`src/rtl/mem_stage_wbuf_pkg.sv`:
```
// Shared types and constants for the memory-stage write buffer.
// The buffer entry struct is sized by the package widths. The top-level
// DATA_W/ADDR_W parameters default to the same values.
package mem_stage_wbuf_pkg;

    localparam int PKG_DATA_W = 32;
    localparam int PKG_ADDR_W = 32;
    localparam logic [PKG_ADDR_W-1:0] PKG_BASE_ADDR = 32'd1024;

    typedef enum logic [1:0] {
        ST_IDLE  = 2'd0,
        ST_WRITE = 2'd1,
        ST_READ  = 2'd2
    } state_t;

    typedef struct packed {
        logic [PKG_ADDR_W-1:0] addr;
        logic [PKG_DATA_W-1:0] data;
    } wbuf_entry_t;

    // Word-align a byte address, then rebase it into the controller's space.
    // The subtraction wraps modulo 2^ADDR_W.
    function automatic logic [PKG_ADDR_W-1:0] translateAddr(
        input logic [PKG_ADDR_W-1:0] byteAddr,
        input logic [PKG_ADDR_W-1:0] baseAddr
    );
        return {byteAddr[PKG_ADDR_W-1:2], 2'b00} - baseAddr;
    endfunction

endpackage

```
`src/rtl/mem_stage_wbuf_if.sv`:
```
// Request/acknowledge bus between the memory stage and the SRAM controller.
// The stage is the master. The controller is the slave.
interface mem_stage_wbuf_if #(
    parameter int ADDR_W = 32,
    parameter int DATA_W = 32
);

    logic              mem_req;
    logic              mem_we;
    logic [ADDR_W-1:0] mem_addr;
    logic [DATA_W-1:0] mem_wdata;
    logic              mem_ack;
    logic [DATA_W-1:0] mem_rdata;

    modport master (
        output mem_req,
        output mem_we,
        output mem_addr,
        output mem_wdata,
        input  mem_ack,
        input  mem_rdata
    );

    modport slave (
        input  mem_req,
        input  mem_we,
        input  mem_addr,
        input  mem_wdata,
        output mem_ack,
        output mem_rdata
    );

endinterface

```
`src/rtl/wbuf_fifo.sv`:
```
// Circular write buffer with an associative lookup.
// The lookup returns the data of the youngest valid entry whose address
// matches. The head entry stays visible to the lookup until it is popped.
module wbuf_fifo
    import mem_stage_wbuf_pkg::*;
#(
    parameter int DEPTH = 4
) (
    input  logic                          clk,
    input  logic                          rst_n,
    input  logic                          i_push,
    input  wbuf_entry_t                   i_pushEntry,
    input  logic                          i_pop,
    output wbuf_entry_t                   o_headEntry,
    output logic [$clog2(DEPTH):0]        o_count,
    output logic                          o_empty,
    output logic                          o_full,
    input  logic [PKG_ADDR_W-1:0]         i_lookupAddr,
    output logic                          o_hit,
    output logic [PKG_DATA_W-1:0]         o_hitData
);

    localparam int PTR_W = $clog2(DEPTH);
    localparam int CNT_W = PTR_W + 1;

    wbuf_entry_t       r_entries [DEPTH];
    logic [PTR_W-1:0]  r_head;
    logic [PTR_W-1:0]  r_tail;
    logic [CNT_W-1:0]  r_count;
    logic [PTR_W-1:0]  w_idx;

    // Pointers wrap naturally. A simultaneous push and pop leaves the count unchanged.
    always_ff @(posedge clk or negedge rst_n) begin
        if (!rst_n) begin
            r_head  <= '0;
            r_tail  <= '0;
            r_count <= '0;
        end else begin
            if (i_push) begin
                r_tail <= r_tail + 1'b1;
            end
            if (i_pop) begin
                r_head <= r_head + 1'b1;
            end
            case ({i_push, i_pop})
                2'b10:   r_count <= r_count + 1'b1;
                2'b01:   r_count <= r_count - 1'b1;
                default: r_count <= r_count;
            endcase
        end
    end

    // Entry storage needs no reset. Reset clears the count, so stale entries are never valid.
    always_ff @(posedge clk) begin
        if (i_push) begin
            r_entries[r_tail] <= i_pushEntry;
        end
    end

    assign o_headEntry = r_entries[r_head];
    assign o_count     = r_count;
    assign o_empty     = (r_count == '0);
    assign o_full      = (r_count == CNT_W'(DEPTH));

    // Walk from oldest to youngest so that a later match overrides an earlier one.
    always_comb begin
        o_hit     = 1'b0;
        o_hitData = '0;
        w_idx     = '0;
        for (int i = 0; i < DEPTH; i++) begin
            w_idx = r_head + PTR_W'(i);
            if ((CNT_W'(i) < r_count) && (r_entries[w_idx].addr == i_lookupAddr)) begin
                o_hit     = 1'b1;
                o_hitData = r_entries[w_idx].data;
            end
        end
    end

endmodule

```
`src/rtl/mem_stage_wbuf.sv`:
```
// Memory-stage front end.
// Stores are posted into a write buffer, and the buffer drains to the SRAM
// controller in the background. A load that hits the buffer is forwarded in
// the same cycle. A load miss freezes the pipeline until the controller
// returns the data.
module mem_stage_wbuf
    import mem_stage_wbuf_pkg::*;
#(
    parameter int                  DATA_W     = PKG_DATA_W,
    parameter int                  ADDR_W     = PKG_ADDR_W,
    parameter int                  REG_ADDR_W = 4,
    parameter int                  DEPTH      = 4,
    parameter logic [ADDR_W-1:0]   BASE_ADDR  = PKG_BASE_ADDR
) (
    input  logic                   clk,
    input  logic                   rst_n,
    input  logic                   i_wb_en,
    input  logic                   i_mem_r_en,
    input  logic                   i_mem_w_en,
    input  logic [ADDR_W-1:0]      i_alu_res,
    input  logic [DATA_W-1:0]      i_val_rm,
    input  logic [REG_ADDR_W-1:0]  i_dest,
    output logic                   o_wb_en,
    output logic                   o_mem_r_en,
    output logic [ADDR_W-1:0]      o_alu_res,
    output logic [REG_ADDR_W-1:0]  o_dest,
    output logic [DATA_W-1:0]      o_mem_out,
    output logic                   o_ready,
    output logic                   o_wbuf_empty,
    mem_stage_wbuf_if.master       memBus
);

    localparam int CNT_W = $clog2(DEPTH) + 1;

    state_t             r_state;
    state_t             w_nextState;

    logic               r_memReq;
    logic               r_memWe;
    logic [ADDR_W-1:0]  r_memAddr;
    logic [DATA_W-1:0]  r_memWdata;

    logic [ADDR_W-1:0]  w_effAddr;
    wbuf_entry_t        w_pushEntry;
    wbuf_entry_t        w_headEntry;
    logic [CNT_W-1:0]   w_count;
    logic               w_empty;
    logic               w_full;
    logic               w_hit;
    logic [DATA_W-1:0]  w_hitData;
    logic               w_push;
    logic               w_pop;
    logic               w_loadMiss;
    logic               w_ackValid;
    logic               w_issueRead;
    logic               w_issueWrite;
    logic               w_readDone;

    assign o_wb_en    = i_wb_en;
    assign o_mem_r_en = i_mem_r_en;
    assign o_alu_res  = i_alu_res;
    assign o_dest     = i_dest;

    assign w_effAddr   = translateAddr(i_alu_res, BASE_ADDR);
    assign w_pushEntry = '{addr: w_effAddr, data: i_val_rm};

    // A full buffer rejects the store even if the head leaves in this same cycle.
    assign w_push     = i_mem_w_en & ~w_full;
    assign w_loadMiss = i_mem_r_en & ~w_hit;
    assign w_ackValid = memBus.mem_ack & r_memReq;

    wbuf_fifo #(
        .DEPTH (DEPTH)
    ) u_fifo (
        .clk          (clk),
        .rst_n        (rst_n),
        .i_push       (w_push),
        .i_pushEntry  (w_pushEntry),
        .i_pop        (w_pop),
        .o_headEntry  (w_headEntry),
        .o_count      (w_count),
        .o_empty      (w_empty),
        .o_full       (w_full),
        .i_lookupAddr (w_effAddr),
        .o_hit        (w_hit),
        .o_hitData    (w_hitData)
    );

    // State register for the controller transaction sequencer.
    always_ff @(posedge clk or negedge rst_n) begin
        if (!rst_n) begin
            r_state <= ST_IDLE;
        end else begin
            r_state <= w_nextState;
        end
    end

    // Next-state logic. Reads beat draining, and an in-flight transaction always runs to its ack.
    always_comb begin
        w_nextState  = r_state;
        w_issueRead  = 1'b0;
        w_issueWrite = 1'b0;
        w_pop        = 1'b0;
        w_readDone   = 1'b0;
        case (r_state)
            ST_IDLE: begin
                if (w_loadMiss) begin
                    w_nextState = ST_READ;
                    w_issueRead = 1'b1;
                end else if (!w_empty) begin
                    w_nextState  = ST_WRITE;
                    w_issueWrite = 1'b1;
                end
            end
            ST_WRITE: begin
                if (w_ackValid) begin
                    w_nextState = ST_IDLE;
                    w_pop       = 1'b1;
                end
            end
            ST_READ: begin
                if (w_ackValid) begin
                    w_nextState = ST_IDLE;
                    w_readDone  = 1'b1;
                end
            end
            default: begin
                w_nextState = ST_IDLE;
            end
        endcase
    end

    // Request registers load when leaving IDLE. The request drops on the edge that closes the ack cycle.
    always_ff @(posedge clk or negedge rst_n) begin
        if (!rst_n) begin
            r_memReq   <= 1'b0;
            r_memWe    <= 1'b0;
            r_memAddr  <= '0;
            r_memWdata <= '0;
        end else if (w_issueRead) begin
            r_memReq   <= 1'b1;
            r_memWe    <= 1'b0;
            r_memAddr  <= w_effAddr;
            r_memWdata <= '0;
        end else if (w_issueWrite) begin
            r_memReq   <= 1'b1;
            r_memWe    <= 1'b1;
            r_memAddr  <= w_headEntry.addr;
            r_memWdata <= w_headEntry.data;
        end else if (w_ackValid) begin
            r_memReq   <= 1'b0;
        end
    end

    assign memBus.mem_req   = r_memReq;
    assign memBus.mem_we    = r_memWe;
    assign memBus.mem_addr  = r_memAddr;
    assign memBus.mem_wdata = r_memWdata;

    // Freeze the pipeline on a store into a full buffer, or on a load miss until its read ack arrives.
    assign o_ready      = ~(i_mem_w_en & w_full) & ~(w_loadMiss & ~w_readDone);
    assign o_wbuf_empty = w_empty & (r_state != ST_WRITE);

    // The load result is either forwarded from the buffer or taken from the controller in the ack cycle.
    always_comb begin
        o_mem_out = '0;
        if (i_mem_r_en && w_hit) begin
            o_mem_out = w_hitData;
        end else if (i_mem_r_en && w_readDone) begin
            o_mem_out = memBus.mem_rdata;
        end
    end

endmodule

```
`src/flat_wrapper.sv`:
```
// flat-port wrapper written by rule: the top's interface ports become plain ports
module mem_stage_wbuf_flat import mem_stage_wbuf_pkg::*;
#(
    parameter int                  DATA_W     = PKG_DATA_W,
    parameter int                  ADDR_W     = PKG_ADDR_W,
    parameter int                  REG_ADDR_W = 4,
    parameter int                  DEPTH      = 4,
    parameter logic [ADDR_W-1:0]   BASE_ADDR  = PKG_BASE_ADDR
)
  (clk, rst_n, i_wb_en, i_mem_r_en, i_mem_w_en, i_alu_res, i_val_rm, i_dest, o_wb_en, o_mem_r_en, o_alu_res, o_dest, o_mem_out, o_ready, o_wbuf_empty, memBus_mem_req, memBus_mem_we, memBus_mem_addr, memBus_mem_wdata, memBus_mem_ack, memBus_mem_rdata);
  mem_stage_wbuf_if #(.ADDR_W(ADDR_W), .DATA_W(DATA_W)) memBus_i ();
  input  logic clk;
  input  logic rst_n;
  input  logic i_wb_en;
  input  logic i_mem_r_en;
  input  logic i_mem_w_en;
  input  logic [ADDR_W-1:0] i_alu_res;
  input  logic [DATA_W-1:0] i_val_rm;
  input  logic [REG_ADDR_W-1:0] i_dest;
  output logic o_wb_en;
  output logic o_mem_r_en;
  output logic [ADDR_W-1:0] o_alu_res;
  output logic [REG_ADDR_W-1:0] o_dest;
  output logic [DATA_W-1:0] o_mem_out;
  output logic o_ready;
  output logic o_wbuf_empty;
  output wire logic [$bits(memBus_i.mem_req)-1:0] memBus_mem_req;
  output wire logic [$bits(memBus_i.mem_we)-1:0] memBus_mem_we;
  output wire logic [$bits(memBus_i.mem_addr)-1:0] memBus_mem_addr;
  output wire logic [$bits(memBus_i.mem_wdata)-1:0] memBus_mem_wdata;
  input wire logic [$bits(memBus_i.mem_ack)-1:0] memBus_mem_ack;
  input wire logic [$bits(memBus_i.mem_rdata)-1:0] memBus_mem_rdata;
  assign memBus_mem_req = memBus_i.mem_req;
  assign memBus_mem_we = memBus_i.mem_we;
  assign memBus_mem_addr = memBus_i.mem_addr;
  assign memBus_mem_wdata = memBus_i.mem_wdata;
  assign memBus_i.mem_ack = memBus_mem_ack;
  assign memBus_i.mem_rdata = memBus_mem_rdata;
  mem_stage_wbuf #(.DATA_W(DATA_W), .ADDR_W(ADDR_W), .REG_ADDR_W(REG_ADDR_W), .DEPTH(DEPTH), .BASE_ADDR(BASE_ADDR)) u_core (.clk(clk), .rst_n(rst_n), .i_wb_en(i_wb_en), .i_mem_r_en(i_mem_r_en), .i_mem_w_en(i_mem_w_en), .i_alu_res(i_alu_res), .i_val_rm(i_val_rm), .i_dest(i_dest), .o_wb_en(o_wb_en), .o_mem_r_en(o_mem_r_en), .o_alu_res(o_alu_res), .o_dest(o_dest), .o_mem_out(o_mem_out), .o_ready(o_ready), .o_wbuf_empty(o_wbuf_empty), .memBus(memBus_i));
endmodule
```
`config.mk`:
```
export PLATFORM = sky130hd
export DESIGN_NAME = mem_stage_wbuf_flat
export DESIGN_NICKNAME = d
export VERILOG_FILES = /design/src/rtl/mem_stage_wbuf_pkg.sv /design/src/rtl/mem_stage_wbuf_if.sv /design/src/rtl/wbuf_fifo.sv /design/src/rtl/mem_stage_wbuf.sv /design/src/flat_wrapper.sv
export SDC_FILE = /design/constraint.sdc
export NUM_CORES = 1
export LEC_CHECK = 0
export CORE_MARGIN = 5
export CORE_UTILIZATION = 45
export DETAILED_ROUTE_END_ITERATION = 6
export PLACE_DENSITY = 0.66
export REMOVE_ABC_BUFFERS = 1
export SLEW_MARGIN = 20
export SYNTH_ARGS = -nofsm -noshare
export SYNTH_HDL_FRONTEND = slang
export SYNTH_SLANG_ARGS = --single-unit
```
`constraint.sdc`:
```
create_clock -name clk -period 8 [get_ports clk]
set_input_delay 1.2 -clock clk [delete_from_list [all_inputs] [get_ports clk]]
set_output_delay 1.2 -clock clk [all_outputs]
set_load 0.01 [all_outputs]
```
==> impl_metrics.toml <==
[timing]
fin_crit_ns = 7.67
setup-violations-final = 0
rsz0062_at_grt = "false"
max_freq_ghz = 0.130
relSlewSlack_pct = 22.3
fin_worst_skew_ns = 0.0177
final_hold_viol_count = 0
period_share_pct = 95.9
tightestPinTransition_ns = 1.16
final.setup.worst_slack_ns = 0.331
drv_slew = 0

[synthesis]
synth-seq-area-share_pct = 46.9
synth_top_family_by_area = "multiplexers"
synth-xor-area-share_pct = 7.69
synth_edf_count = 248
synth_top_area_share_pct = 37.6
synthMuxAreaShare_pct = 19.3
synth.top_cells.by_area = "edfxtp_1, mux4_2, dfrtp_1"
synth-compound-area-share_pct = 10.8
synth_area_um2 = 19800
ys_types = 67
synth_common_cells = "edfxtp_1, mux4_2, mux2i_1"
yosys.area_share.adder_pct = 0.822
dominantRegCellSynth = "edfxtp_1"
synthSimpleGateAreaFrac_pct = 9.57
synthArstFlopShare_pct = 22.7
yosysMostFrequentCell = "edfxtp_1"
synth_area_leader_cell = "edfxtp_1"
postSynthCellCount = 1600
avgSynthCellArea_um2 = 12.4
yosysWarnings = 0
ys_ff_latch = 321

[clocking]
cts_setup_buffers = 0
cts_buffer_depth = 3
cts_tree = "done"
clkLatencyLatePin_ns = 0.55
htreeDepth = 2
root_buffer = "clkbuf_16"
cts_hold_buf = 0
clk_pin_slew_worst_paths_ns = 0.06
ctsResizeCount = 0
cts_sinks = 321
numCtsBuffers = 38

[floorplan]
die_width_um = 220
start_util_pct = 45.7
die_h_um = 220
dieArea_um2 = 48300
fp.coreArea_um2 = 43300
ios = 244
rows = 76

[worst_setup_path]
critPathLaunch = "i_alu_res[11]"
cp-end-kind = "output port"
critPathKind = "primary input to output port"
start_kind = "primary input"
cp.arrival_ns = 6.47
worstPathRequired_ns = 6.80
cp_max_fo = 21
reg2reg_from = "u_core.u_fifo.r_head[0]"

[place]
place_congestion = 0.823
dp_slack_ns = 0.364
place_hpwl_um = 35600
io_buffers = 227

[cells_and_area]
multi_input_area_um2 = 9610
ff_latch_area_um2 = 9280
fin_util_pct = 55.0
area_growth_pct = 20.2
layout.nets = 1871
drive_above_1_share_pct = 17.3
fillers = 3571

[route]
drt_first_iter_violations = 1292
vias = 14339
wl_um = 54500
firstDrtPassIters = 5
drc = 0
antenna_left = 0
viasPerCell = 6.05
avgRoutedWirePerCell_um = 23.0

[power]
seqPwrFrac_pct = 30.9
netSwitchingFraction_pct = 37.9
power.net_switching_mw = 3.16
p_int_mw = 5.18
p_per_area_nw_per_um2 = 351
irDropWorstVdd_v = 0.000163
p_comb_share_pct = 47.9
clock_power_share_pct = 21.2
power.leakage_nw = 8.64

[run]
drv_cap = 0

[global_routing]
gr-usage-all-layers_pct = 22.2
antenna_found_initial = 6
grt_max_degree = 97
grt_overflow_total = 0
grt_pass1_vias = 14417
grt_pass1_wl_um = 83300

[hold_path]
hold_start = "u_core.memBus.mem_wdata[18]"
min_path_type = "flip-flop to flip-flop"

[outcome]
status = "finished clean"
==> critical path, cell delays in order <==
cell,delay (ns)
clkdlybuf4s50_1,0.51
inv_1,0.10
ha_1,0.23
or3b_1,0.50
nor4_4,0.31
xnor2_1,0.26
inv_2,0.14
xnor2_1,0.15
or4_1,0.55
or3_1,0.46
o31ai_4,0.50
nor3_4,0.26
buf_4,0.26
and3_1,0.17
or3_1,0.38
clkdlybuf4s50_1,0.49
==> per-layer routing <==
layer / global-route usage (%) / share of wire, %
met5: 0 / 0.15
met3: 5.99 / 9.3
met2: 35.2 / 46
met1: 30.0 / 41
met4: 7.22 / 2.7
==> placed cells by master (no fill, tap or decap), types with 30 or more instances in the layout <==
cell | netlist | layout
edfxtp_1 | 248 | 248
clkdlybuf4s50_1 | 0 | 226
mux4_2 | 92 | 92
mux2i_1 | 91 | 91
nand2_1 | 89 | 89
nor2_1 | 90 | 89
xnor2_1 | 87 | 87
o21ai_0 | 77 | 77
mux2_2 | 74 | 74
dfrtp_1 | 73 | 71
a211oi_1 | 64 | 64
a21oi_1 | 50 | 49
buf_4 | 41 | 47
a221oi_1 | 42 | 42
clkbuf_16 | 0 | 42
or3_1 | 39 | 39
and3_1 | 34 | 34
inv_1 | 34 | 33
a22o_1 | 33 | 33
xor2_1 | 30 | 30
==> area by class of cell <==
type / count / share of cell area (%)
tap: 585 / 3.08
inverter: 36 / 0.568
clock buffer: 54 / 4.86
antenna: 2 / 0.0210
sequential: 321 / 39.0
multi-input combinational: 1076 / 40.4
timing repair buffer: 279 / 11.5
clock inverter: 16 / 0.563
==> state kept, by name, summed over array words and instances (netlist names) <==
register and flops:
u_core.u_fifo.r_entries 248, u_core.r_state 2, u_core.memBus.mem_wdata 32, u_core.u_fifo.o_count 3, u_core.u_fifo.r_tail 2, u_core.memBus.mem_req 1, u_core.memBus.mem_we 1, u_core.u_fifo.r_head 2
u_core.memBus.mem_addr 30
==> cell families (layout without fill, tap and decap cells) <==
kind of cell               after synthesis  in the layout
AOI/OAI and AO/OA                      304            304
xor gates and xnor gates               139            139
adders and majority gates               13             13
buffers and inverters                  204            385
DFF                                    321            321
muxes                                  257            257
other                                    1              4
and+or+nand+nor                        361            361
==> final timing paths <==
| kind | to | slack, ns | cells after the start |
|---|---|---|---|
| worst min-delay path | u_core.memBus.mem_wdata[18] | 0.50 | 1 |
| worst max register to register | u_core.memBus.mem_addr[22] | 2.63 | 13 |
| worst min register to register | u_core.memBus.mem_wdata[18] | 0.50 | 1 |
| worst max-delay path | o_mem_out[16] | 0.33 | 16 |
| min in group asynchronous | u_core.memBus.mem_addr[21] | 0.60 | 1 |
| max in group asynchronous | u_core.u_fifo.r_head[0] | 6.15 | 2 |
==> power by group through the flow <==
stage	logic (mW)	clock network, mW	registers, mW
CTS	4.02	1.80	2.58
floorplan	3.01	0	2.90
global route	4.33	1.87	2.64
global placement	3.94	0	2.58
finish	4.00	1.77	2.58
detailed placement	3.99	0	2.61
==> metrics by stage <==
| stage | total power [mW] | instances | TNS (ns) | area [µm²] | hold WS (ns) |
|---|---|---|---|---|---|
| global route | 8.84 | 2367 | 0 | 23800 | 0.521 |
| CTS | 8.40 | 2367 | 0 | 23800 | 0.503 |
| detailed placement | 6.60 | 2297 | 0 | 22500 | 0.485 |
| global placement | 6.53 | 2297 | 0 | 22500 | 0.487 |
| finish | 8.34 | 2369 | 0 | 23800 | 0.499 |
| floorplan | 5.91 | 1433 | -675.12 | 19000 | 0.490 |
Note: power is estimated with default switching activity, not from simulation.
==> variant 1, RTL diff (same settings) <==
`DEPTH` is set to 4 in 3 places; all go to 2.
--- a/src/rtl/wbuf_fifo.sv
+++ b/src/rtl/wbuf_fifo.sv
@@ -4,7 +4,7 @@
 module wbuf_fifo
     import mem_stage_wbuf_pkg::*;
 #(
-    parameter int DEPTH = 4
+    parameter int DEPTH = 2
 ) (
     input  logic                          clk,
     input  logic                          rst_n,
--- a/src/rtl/mem_stage_wbuf.sv
+++ b/src/rtl/mem_stage_wbuf.sv
@@ -9,7 +9,7 @@
     parameter int                  DATA_W     = PKG_DATA_W,
     parameter int                  ADDR_W     = PKG_ADDR_W,
     parameter int                  REG_ADDR_W = 4,
-    parameter int                  DEPTH      = 4,
+    parameter int                  DEPTH      = 2,
     parameter logic [ADDR_W-1:0]   BASE_ADDR  = PKG_BASE_ADDR
 ) (
     input  logic                   clk,
--- a/src/flat_wrapper.sv
+++ b/src/flat_wrapper.sv
@@ -4,7 +4,7 @@
     parameter int                  DATA_W     = PKG_DATA_W,
     parameter int                  ADDR_W     = PKG_ADDR_W,
     parameter int                  REG_ADDR_W = 4,
-    parameter int                  DEPTH      = 4,
+    parameter int                  DEPTH      = 2,
     parameter logic [ADDR_W-1:0]   BASE_ADDR  = PKG_BASE_ADDR
 )
   (clk, rst_n, i_wb_en, i_mem_r_en, i_mem_w_en, i_alu_res, i_val_rm, i_dest, o_wb_en, o_mem_r_en, o_alu_res, o_dest, o_mem_out, o_ready, o_wbuf_empty, memBus_mem_req, memBus_mem_we, memBus_mem_addr, memBus_mem_wdata, memBus_mem_ack, memBus_mem_rdata);
Function: changed (a bounded check fails within 4 cycles, from zero or initial values and one cycle with rst_n low).
==> variant 1 against the unedited design <==
Sequential cell count shrank 127; cell area decreased by 38%; count of clock-buffer cells in the layout decreased by 37; clock skew barely moved; routed wire length fell by 39%; worst setup slack better by 0.28 ns; area after synthesis decreased by 40%; via count decreased by 35%; power fell by 42%; critical path type unchanged; critical endpoint is now o_mem_out[14]; largest power group unchanged.
==> variant 1: results (changes against the unedited design) <==
- Highest cell delay on the worst timing path: 0.66 ns (+0.11 ns)
- Sink of the worst hold path: u_core.u_fifo.o_count[0]$_DFFE_PN0P_
- Post-placement cell count: 1,600 (-30%)
- CTS clk-pin slew, worst paths: 0.08 ns (+0.02 ns)
- Max reg flops: 124 (-50%)
- Ranking of synthesized cells by area: edfxtp_1 (32%), dfrtp_1 (15%), mux2i_1 (4.7%), nand2_1 (3.6%), nor2_1 (3.4%)
- Number of instances resized during post-cts repair: 0 (unchanged)
- Combinational cell fraction of total power: 48.2% (+0.3 points)
- Worst reg2reg endpoint: u_core.memBus.mem_addr[17]$_DFFE_PN0P_
- Number of enable flip-flop cells after synthesis: 124 (-50%)
- Fraction of the yosys area taken by sequential cells: 46.4% (-0.50 points)
- Skew final: 0.0178 ns (+0.0000987 ns)
- Hold path start: u_core.u_fifo.o_count[0]$_DFFE_PN0P_
- Hold WS: 0.501 ns (+0.00252 ns)
- Fraction of registers with async set/reset: 36.1% (+13 points)
- Peak VDD IR: 0.168 mV (+3.0%)
- Critical R2R Launch: u_core.u_fifo.r_head$_DFFE_PN0P_
- Proportion of power drawn by the clock network: 17.8% (-3.4 points)
- Latest clock arrival within the worst-skew pair: 0.44 ns (-0.11 ns)
- Met1 track demand over resource in global routing: 29.9% (-0.14 points)
- Cell leakage power: 0.00539 uW (-38%)
- Slew at the pin with the worst max-slew slack: 0.982 ns (-0.180 ns)
- Flop-to-flop setup slack: 3.41 ns (+0.78 ns)
- Comb group: 2320 uW (-42%)
- Crit path max-delay cell type: or4b_2
- Setup WS pre-CTS: 0.659 ns (+0.295 ns)
- Run status: complete, no violations
- Routed length on met3: 1.71 mm (-66%)
- Critical path data arrival time: 6.19 ns (-0.28 ns)
- Antenna violations before repair: 0 (-6)
- Overall routed net length: 33.4 mm (-39%)
- Detailed placement HPWL: 22.5 mm (-37%)
- Wire length of the first global-routing pass: 51.7 mm (-38%)
- N_diodes: 0 (-2)
- Pin count of the biggest net entering global routing: 120 (+24%)
- Global-route track usage on met3: 4.21% (-1.8 points)
- Maximum count of clock buffers along a single path: 2 (-1)
- Area after detailed placement: 14,100 um^2 (-37%)
- Detailed route wirelength on metal2: 16.5 mm (-35%)
- Uppermost metal layer occupied by signal nets: met4
- Number of global-route vias before repair: 9,258 (-36%)
- Share of the clock period used by the worst path: 92.3% (-3.5 points)
- Average via count per standard cell: 5.67 (-6.3%)
- Synth unique cells: 73 (+9.0%)
- Maximum fanout along the worst path: 30 (+43%)
- Synth top cells by count: edfxtp_1 (124), nand2_1 (112), nor2_1 (108)
- Routed met1 length: 14.5 mm (-36%)
- Internal cell power: 2870 uW (-45%)
- Global placement routability congestion: 0.878 (+6.8%)
- Mapped Avg Cell Area: 10.4 um^2 (-16%)
- Initial DRC count: 527 (-59%)
- Total number of H-tree levels: 4 (+2)
- Mean routed wirelength per cell: 20.5 um (-11%)
- All-layer global routing usage: 22.4% (+0.20 points)
- R2R cell count: 11 (-2)
- Share of final-layout standard cells stronger than drive strength 1: 9.33% (-8.0 points)
- TritonCTS Buffers: 17 (-55%)
- Nets@finish: 1,398 (-25%)
[variant 1: kinds of logic after synthesis]
group / count (synthesis) / synth area share [%]
flops: 194 / 46.4
simple gates: 400 / 17.7
xor+xnor: 73 / 6.47
buf+inv: 169 / 7.20
other cells: 1 / 0.0317
fa+ha+maj: 8 / 0.847
mux: 62 / 5.32
compound gates: 225 / 16.1
[variant 1: final cells by class]
type,instances,area [um^2]
clock buffers,17,425
clock inverters,15,160
fillers,2241,11300
inverters,51,191
multi-input cells,770,5560
flip-flops and latches,194,5480
well taps,335,419
repair buffers,250,2440
[variant 1: how the worst max path moves through the flow]
stage	start	to	cells past startpoint
after floorplan	u_core.u_fifo.r_head$_DFFE_PN0P_	o_mem_out[0]	8
after global placement	i_alu_res[18]	o_ready	12
after detailed placement	i_alu_res[10]	o_mem_out[19]	14
after CTS	i_alu_res[10]	o_ready	14
after global routing	i_alu_res[10]	o_ready	14
final	i_alu_res[10]	o_mem_out[14]	15
==> variant 2, RTL diff (same flow settings) <==
Without the edit above. Reset style: synchronous (`rst_n`), changed in 3 clocked blocks.
--- a/src/rtl/wbuf_fifo.sv
+++ b/src/rtl/wbuf_fifo.sv
@@ -30,7 +30,7 @@
     logic [PTR_W-1:0]  w_idx;
 
     // Pointers wrap naturally. A simultaneous push and pop leaves the count unchanged.
-    always_ff @(posedge clk or negedge rst_n) begin
+    always_ff @(posedge clk) begin
         if (!rst_n) begin
             r_head  <= '0;
             r_tail  <= '0;
--- a/src/rtl/mem_stage_wbuf.sv
+++ b/src/rtl/mem_stage_wbuf.sv
@@ -87,7 +87,7 @@
     );
 
     // State register for the controller transaction sequencer.
-    always_ff @(posedge clk or negedge rst_n) begin
+    always_ff @(posedge clk) begin
         if (!rst_n) begin
             r_state <= ST_IDLE;
         end else begin
@@ -131,7 +131,7 @@
     end
 
     // Request registers load when leaving IDLE. The request drops on the edge that closes the ack cycle.
-    always_ff @(posedge clk or negedge rst_n) begin
+    always_ff @(posedge clk) begin
         if (!rst_n) begin
             r_memReq   <= 1'b0;
             r_memWe    <= 1'b0;
Function: changed (Yosys sat finds a counterexample within 4 cycles, from zero or initial values and one cycle with rst_n low; the reset may be asserted at any time).
==> variant 2 against the unedited design <==
Cell area grew 2.4%; worst setup slack lost 0.017 ns; area after synthesis grew 2.9%; non-clock buffer count shrank 2; sequential cell count grew 2; clock skew grew 0.0040 ns; routed wire length grew 7.9%; critical path type unchanged; critical endpoint is now o_mem_out[25]; largest cell class unchanged.
Power is not compared: it rests on default switching activity, and its combinational part moved more than twofold at a synthesized area within 25%.
==> variant 2: results (changes against the unedited design) <==
- Number of instances in the synthesized netlist: 1,589 (-0.69%)
- Wire length of the first global-routing pass: 90.6 mm (+8.7%)
- Pin count of the biggest net entering global routing: 109 (+12%)
- Maximum fanout along the worst path: 70 (+230%)
- Area after detailed placement: 22,900 um^2 (+1.8%)
- Initial DRC count: 1,269 (-1.8%)
- XOR/XNOR share of the synthesized area: 7.36% (-0.33 points)
- Nets@finish: 1,846 (-1.3%)
- Highest cell delay on the worst timing path: 0.75 ns (+0.20 ns)
- Arithmetic-cell share of the synthesized area counting full adders, half adders and majority gates: 0.799% (-0.023 points)
- Overall routed net length: 58.9 mm (+7.9%)
- Global placement routability congestion: 0.834 (+1.4%)
- Post-placement cell count: 2,286 (-0.48%)
- Number of global-route vias before repair: 14,939 (+3.6%)
- Run status: complete, no violations
- Skew final: 0.0217 ns (+0.00398 ns)
- Synth Area in Compound Gates: 10.0% (-0.80 points)
- Multiplexer share of the synthesized area: 23.5% (+4.2 points)
- Hold path start: u_core.memBus.mem_addr[19]$_SDFFE_PN0P_
- Share of final-layout standard cells stronger than drive strength 1: 19.9% (+2.6 points)
- CP Capture Point: o_mem_out[25]
- Share of the clock period used by the worst path: 96.1% (+0.21 points)
- Hold WS: 0.465 ns (-0.0335 ns)
- All-layer global routing usage: 23.3% (+1.0 points)
- Flop-to-flop setup slack: 2.55 ns (-0.08 ns)
- Antenna violations before repair: 3 (-3)
- Critical R2R Launch: u_core.u_fifo.r_head[1]$_SDFFE_PN0P_
[variant 2: routing by layer]
metal	vias up	part of all wire, %
met3	109	8.3
met1	7474	42
met4	2	2.5
met5	-	0.034
met2	711	48
li1	6524	-
[variant 2: layout make-up]
| type | instances | area, um^2 |
|---|---|---|
| Clock inverter | 20 | 305 |
| Antenna cell | 2 | 5.00 |
| Fill cell | 3804 | 20700 |
| Tap cell | 600 | 751 |
| Timing Repair Buffer | 277 | 2720 |
| Sequential cell | 323 | 8960 |
| Multi-Input combinational cell | 1065 | 10400 |
| Inverter | 21 | 78.8 |
| Clock buffer | 51 | 1110 |
[variant 2: worst max-delay path, delay by kind of cell]
kind | cells | cell delay, ns
simple gates | 6 | 2.53
buf+inv | 5 | 1.59
compound gates | 2 | 0.41
xor+xnor | 2 | 0.40
fa+ha+maj | 1 | 0.30
